--- config.mk ---
export PLATFORM = sky130hd
export DESIGN_NAME = multicycle_ctrl
export DESIGN_NICKNAME = d
export VERILOG_FILES = /design/src/rtl/multicycle_ctrl.sv
export SDC_FILE = /design/constraint.sdc
export NUM_CORES = 1
export LEC_CHECK = 0
export ABC_AREA = 0
export BUFFER_PORTS_ARGS = -buffer_cell sky130_fd_sc_hd__buf_2
export CORE_MARGIN = 2
export CORE_UTILIZATION = 45
export DETAILED_ROUTE_END_ITERATION = 16
export PLACE_DENSITY = 0.79
export SETUP_SLACK_MARGIN = 0.02
export SYNTH_ARGS = -nofsm -noshare
export SYNTH_HDL_FRONTEND = slang
export SYNTH_SLANG_ARGS = --single-unit
--- constraint.sdc ---
create_clock -name clk -period 1.9 [get_ports clk]
set_input_delay 0.285 -clock clk [delete_from_list [all_inputs] [get_ports clk]]
set_output_delay 0.285 -clock clk [all_outputs]
set_load 0.05 [all_outputs]
--- src/rtl/multicycle_ctrl.sv ---
// multicycle_ctrl: control sequencer for a multicycle ARM-subset core.
// Walks each instruction through fetch/decode/execute/writeback, keeps the
// NZCV flags register, evaluates condition codes and drives the datapath
// selects and enables. The instruction and data memory share one port,
// handshaked with mem_req/mem_ready.
//
// Ports:
//   clk, rst_n                    clock (rising edge), async active-low reset
//   Cond, Op, Funct, Rd           instruction fields from the IR
//   ALUFlags                      NZCV from the ALU in the current cycle
//   mem_ready                     memory finishes the current access
//   mem_req, MemWrite, AdrSrc     memory port control
//   PCWrite, IRWrite, RegWrite    register enables
//   ALUSrcA, ALUSrcB, ALUControl  ALU operand selects and operation
//   ResultSrc, ImmSrc, RegSrc     result, immediate and register-read selects
//   undef                         one-cycle pulse on an unimplemented instruction
//   state                         current state, for debug
module multicycle_ctrl #(
  parameter int FLAG_W = 4
) (
  input  logic        clk,
  input  logic        rst_n,
  input  logic [3:0]  Cond,
  input  logic [1:0]  Op,
  input  logic [5:0]  Funct,
  input  logic [3:0]  Rd,
  input  logic [3:0]  ALUFlags,
  input  logic        mem_ready,
  output logic        mem_req,
  output logic        PCWrite,
  output logic        IRWrite,
  output logic        RegWrite,
  output logic        MemWrite,
  output logic        AdrSrc,
  output logic        ALUSrcA,
  output logic [1:0]  ALUSrcB,
  output logic [1:0]  ResultSrc,
  output logic [1:0]  ImmSrc,
  output logic [1:0]  RegSrc,
  output logic [1:0]  ALUControl,
  output logic        undef,
  output logic [3:0]  state
);

  typedef enum logic [3:0] {
    FETCH  = 4'd0,
    DECODE = 4'd1,
    MEMADR = 4'd2,
    MEMRD  = 4'd3,
    MEMWB  = 4'd4,
    MEMWR  = 4'd5,
    EXECR  = 4'd6,
    EXECI  = 4'd7,
    ALUWB  = 4'd8,
    BRANCH = 4'd9
  } state_t;

  state_t            cur, nxt;
  logic [FLAG_W-1:0] flags;
  logic              cond_ex, dp_ok, arith;
  logic [1:0]        dp_ctl;
  logic              req_i, pcw_i, irw_i, rw_i, mw_i, undef_i;

  assign state = cur;

  // Immediate and register-read selects only depend on the instruction class.
  assign ImmSrc = (Op == 2'b11) ? 2'b00 : Op;
  assign RegSrc = {Op == 2'b01, Op == 2'b10};

  // Condition evaluation against the stored NZCV.
  always_comb begin
    logic n, z, c, v;
    {n, z, c, v} = flags[3:0];
    case (Cond)
      4'b0000: cond_ex = z;
      4'b0001: cond_ex = !z;
      4'b0010: cond_ex = c;
      4'b0011: cond_ex = !c;
      4'b0100: cond_ex = n;
      4'b0101: cond_ex = !n;
      4'b0110: cond_ex = v;
      4'b0111: cond_ex = !v;
      4'b1000: cond_ex = c && !z;
      4'b1001: cond_ex = !c || z;
      4'b1010: cond_ex = (n == v);
      4'b1011: cond_ex = (n != v);
      4'b1100: cond_ex = !z && (n == v);
      4'b1101: cond_ex = z || (n != v);
      default: cond_ex = 1'b1;  // AL and 1111
    endcase
  end

  // Data-processing opcode decode; anything outside ADD/SUB/AND/ORR is undefined.
  always_comb begin
    dp_ok  = 1'b1;
    dp_ctl = 2'b00;
    case (Funct[4:1])
      4'b0100: dp_ctl = 2'b00;
      4'b0010: dp_ctl = 2'b01;
      4'b0000: dp_ctl = 2'b10;
      4'b1100: dp_ctl = 2'b11;
      default: dp_ok  = 1'b0;
    endcase
  end
  // Only ADD/SUB produce meaningful C and V.
  assign arith = (Funct[4:1] == 4'b0100) || (Funct[4:1] == 4'b0010);

  always_ff @(posedge clk or negedge rst_n) begin
    if (!rst_n) begin
      cur   <= FETCH;
      flags <= '0;
    end else begin
      cur <= nxt;
      if ((cur == EXECR || cur == EXECI) && Funct[0]) begin
        flags[3:2] <= ALUFlags[3:2];
        if (arith) flags[1:0] <= ALUFlags[1:0];
      end
    end
  end

  always_comb begin
    nxt        = FETCH;
    req_i      = 1'b0;
    pcw_i      = 1'b0;
    irw_i      = 1'b0;
    rw_i       = 1'b0;
    mw_i       = 1'b0;
    undef_i    = 1'b0;
    AdrSrc     = 1'b0;
    ALUSrcA    = 1'b0;
    ALUSrcB    = 2'b00;
    ResultSrc  = 2'b00;
    ALUControl = 2'b00;
    case (cur)
      FETCH: begin
        req_i     = 1'b1;
        ALUSrcA   = 1'b1;
        ALUSrcB   = 2'b10;
        ResultSrc = 2'b10;
        irw_i     = mem_ready;
        pcw_i     = mem_ready;
        nxt       = mem_ready ? DECODE : FETCH;
      end
      DECODE: begin
        ALUSrcA   = 1'b1;
        ALUSrcB   = 2'b10;
        ResultSrc = 2'b10;
        if (cond_ex) begin
          if (Op == 2'b11 || (Op == 2'b00 && !dp_ok)) undef_i = 1'b1;
          else if (Op == 2'b01) nxt = MEMADR;
          else if (Op == 2'b10) nxt = BRANCH;
          else                  nxt = Funct[5] ? EXECI : EXECR;
        end
      end
      MEMADR: begin
        ALUSrcB = 2'b01;
        nxt     = Funct[0] ? MEMRD : MEMWR;
      end
      MEMRD: begin
        req_i  = 1'b1;
        AdrSrc = 1'b1;
        nxt    = mem_ready ? MEMWB : MEMRD;
      end
      MEMWB: begin
        ResultSrc = 2'b01;
        rw_i      = 1'b1;
        pcw_i     = (Rd == 4'b1111);
      end
      MEMWR: begin
        req_i  = 1'b1;
        mw_i   = 1'b1;
        AdrSrc = 1'b1;
        nxt    = mem_ready ? FETCH : MEMWR;
      end
      EXECR, EXECI: begin
        ALUSrcB    = (cur == EXECI) ? 2'b01 : 2'b00;
        ALUControl = dp_ctl;
        nxt        = ALUWB;
      end
      ALUWB: begin
        rw_i  = 1'b1;
        pcw_i = (Rd == 4'b1111);
      end
      BRANCH: begin
        ALUSrcB   = 2'b01;
        ResultSrc = 2'b10;
        pcw_i     = 1'b1;
      end
      default: nxt = FETCH;
    endcase
  end

  // Reset forces FETCH, whose decode would otherwise request memory; gate
  // enables with rst_n so nothing is asserted while reset is held.
  assign mem_req  = req_i   & rst_n;
  assign PCWrite  = pcw_i   & rst_n;
  assign IRWrite  = irw_i   & rst_n;
  assign RegWrite = rw_i    & rst_n;
  assign MemWrite = mw_i    & rst_n;
  assign undef    = undef_i & rst_n;

endmodule
==> results_dict.tcl <==
set metrics [dict create \
    total_clock_buffers_created_by_cts 3 \
    peakVddDrop_mv 1.33 \
    violated_checks "setup timing" \
    final_cells 211 \
    numClockSinks 8 \
    worst_ep_arrival_time_ps 1750 \
    required_ps 1620 \
    dpl-instance-area_um2 1350 \
    seqPwrFrac_pct 13.3 \
    drt_pre_antenna_iters 4 \
    netSwitchingFraction_pct 56.7 \
    hold-worst-slack_ps 260 \
    grt_max_degree 12 \
    detail_route.vias_per_cell 5.35 \
    post-route-drc-count 0 \
    final.period_utilization_pct 107 \
    post-route-min-period_ps 2030 \
    timing.hold.worst.class "input pin to register" \
    max_slew_margin_pct 70.7 \
    total_power_mw 2.40 \
    hpwlAfterDp_um 2000 \
    net_count_of_the_mapped_netlist 144 \
    clk-insertion-delay-late_ps 250 \
    cap_viol_max_count 0 \
    placementRows 16 \
    design.die.area_um2 2400 \
    yosys-top-cells-area "sky130_fd_sc_hd__dfrtp_1 22%, sky130_fd_sc_hd__ha_1 6.9%, sky130_fd_sc_hd__xnor2_1 5.8%" \
    cts_max_path_buffers 2 \
    grt_antenna_before_repair 0 \
    syn-mean-instance-area_um2 7.86 \
    outcome "finished with violations" \
    antenna_cells_inserted 0 \
    totalWireLength_um 2920 \
    grt_setup_unrepaired "true" \
    final_nets 213 \
    initial_core_util_pct 47.0 \
    critical_path.endpoint_type "output pin" \
    worst_setup_path_start_kind "register" \
    first_pass_grt_wire_length_um 4330 \
    timing.final.max_slew_violations 0 \
    critPathKind "register to output pin" \
    number_of_global_route_vias_before_repair 1039 \
    ys_ff_latch 8 \
    number_of_enable_flip_flop_cells_after_synthesis 0 \
    power.combinational.fraction_pct 80.8 \
    synth_cell_type_count 39 \
    post-place-ws_ps -104 \
    syn_to_final_growth_pct 71.7 \
    finalSetupTns_ps -133 \
    drt-wirelength-per-cell_um 13.9 \
    clock_power_share_pct 5.9 \
    synth.yosys.seq_area_share_pct 21.9 \
    die-height_um 49.0 \
    grt-ovfl-total 0 \
    postLayoutSetupSlackWorst_ps -133 \
    detailroute.via_count 1129 \
    timing.fmax_mhz 492 \
    final_cell_mix "39 x sky130_fd_sc_hd__buf_2, 24 x sky130_fd_sc_hd__buf_4, 8 x sky130_fd_sc_hd__inv_1, 8 x sky130_fd_sc_hd__nor2_1" \
    max_slew.worst_pin.slew_ps 440 \
    yosys_warnings 0 \
    netlist_area_before_placement_um2 912 \
    synth_top_area_share_pct 21.9 \
    coreArea_um2 1940 \
    place.detailed.instances 193 \
    drt.antenna.violating_nets 0 \
    layout-drive-gt1-share_pct 59.2 \
    post_synth_inst_count 116 \
    layout.cells.most_common "sky130_fd_sc_hd__buf_2" \
    hold_viol_final 0 \
    finalSetupViolCount 1 \
    timing.critical_path.fanout_max 2 \
    cts_tree "yes" \
    total_switching_power_mw 1.36 \
    synthArstFlopShare_pct 100 \
    die_span_x_um 49.0 \
    detailedRoute.firstIterationViolations 19 \
    postLayoutCellArea_um2 1570 \
    ff2ff_setup_slack_ps 130 \
    yosysTopAreaCell "sky130_fd_sc_hd__dfrtp_1" \
    cts-root-buf "sky130_fd_sc_hd__clkbuf_4" \
    num_io_pins 45 \
    leak_nw 0.761 \
    power.density_cell_area_nw_per_um2 1530 \
    h-tree-depth 1 \
    most_used_flip_flop_cell_after_synthesis "sky130_fd_sc_hd__dfrtp_1" \
    placement.io_buffers 44 \
    place_congestion 0.809 \
    cell_internal_pwr_mw 1.04 \
    gr-usage-all-layers_pct 22.8 \
    path_clk_slew_ps 60 \
    fin_skew_ps 1.46 \
    utilization_pct 80.7 \
]
layer usage:
layer	share of wire, %	global-route usage [%]	vias up
met5	0	0	-
met1	39	25.5	539
met4	1.3	6.19	0
met2	54	41.8	37
met3	5.1	6.44	6
li1	-	-	547
flip-flops by register name, indices dropped and copies added, names as in the netlist:
signal / count
flags: 4
state: 4
logic make-up (layout without fill, tap and decap cells):
kind of cell,count (synthesis),in the layout,synth area share [%]
and+or+nand+nor,50,50,29.6
adders and majority gates,5,5,6.86
muxes,6,6,7.13
AOI/OAI and AO/OA,23,23,18.4
DFF,8,8,21.9
xor gates and xnor gates,8,8,7.68
buffers and inverters,16,84,8.37
worst max-delay path, cell delays in order (launching register included):
cell	delay, ps
sky130_fd_sc_hd__dfrtp_1	390
sky130_fd_sc_hd__buf_6	120
sky130_fd_sc_hd__mux2i_1	150
sky130_fd_sc_hd__xnor2_1	160
sky130_fd_sc_hd__o32ai_2	120
sky130_fd_sc_hd__a311oi_4	320
sky130_fd_sc_hd__nor4_4	60
sky130_fd_sc_hd__buf_6	160
area by class of cell:
class / count / area (µm²)
well taps: 27 / 33.8
fillers: 122 / 375
flip-flops and latches: 8 / 206
inverters: 8 / 30.0
clock buffers: 4 / 26.3
repair buffers: 72 / 474
multi-input cells: 92 / 796
synth_stat cells, types with 3 or more instances:
cell,n
sky130_fd_sc_hd__a21oi_1,8
sky130_fd_sc_hd__dfrtp_1,8
sky130_fd_sc_hd__ha_1,5
sky130_fd_sc_hd__inv_1,8
sky130_fd_sc_hd__mux2_2,4
sky130_fd_sc_hd__nand2_1,8
sky130_fd_sc_hd__nand3_1,3
sky130_fd_sc_hd__nor2_1,9
sky130_fd_sc_hd__nor2b_1,3
sky130_fd_sc_hd__nor3_1,9
sky130_fd_sc_hd__nor4_1,4
sky130_fd_sc_hd__o22ai_1,4
sky130_fd_sc_hd__xnor2_1,6
final timing paths:
check                             from  endpoint  cells after the start
max                           flags[1]     undef                      7
min                        ALUFlags[1]  flags[1]                      2
max reg2reg                   flags[1]  state[3]                      8
min reg2reg                   flags[2]  flags[2]                      1
max in group asynchronous        rst_n  state[2]                      3
min in group asynchronous        rst_n  flags[0]                      2
repair_timing:
action,4_1_cts,5_1_grt
hold buffers,2,0
pin swaps,4,3
gates resized for setup,10,12
buffers inserted,4,8
hold endpoints to repair,3,0
endpoints found under the setup margin,6,8
power by group through the flow:
stage,logic [mW],registers [mW],clock network [mW]
final,1.94,0.319,0.142
after global routing,2.04,0.328,0.156
after CTS,1.70,0.349,0.143
after detailed placement,1.59,0.376,0
after global placement,1.56,0.371,0
after floorplan,1.20,0.405,0
No activity file was read; power rests on OpenSTA's default activity.
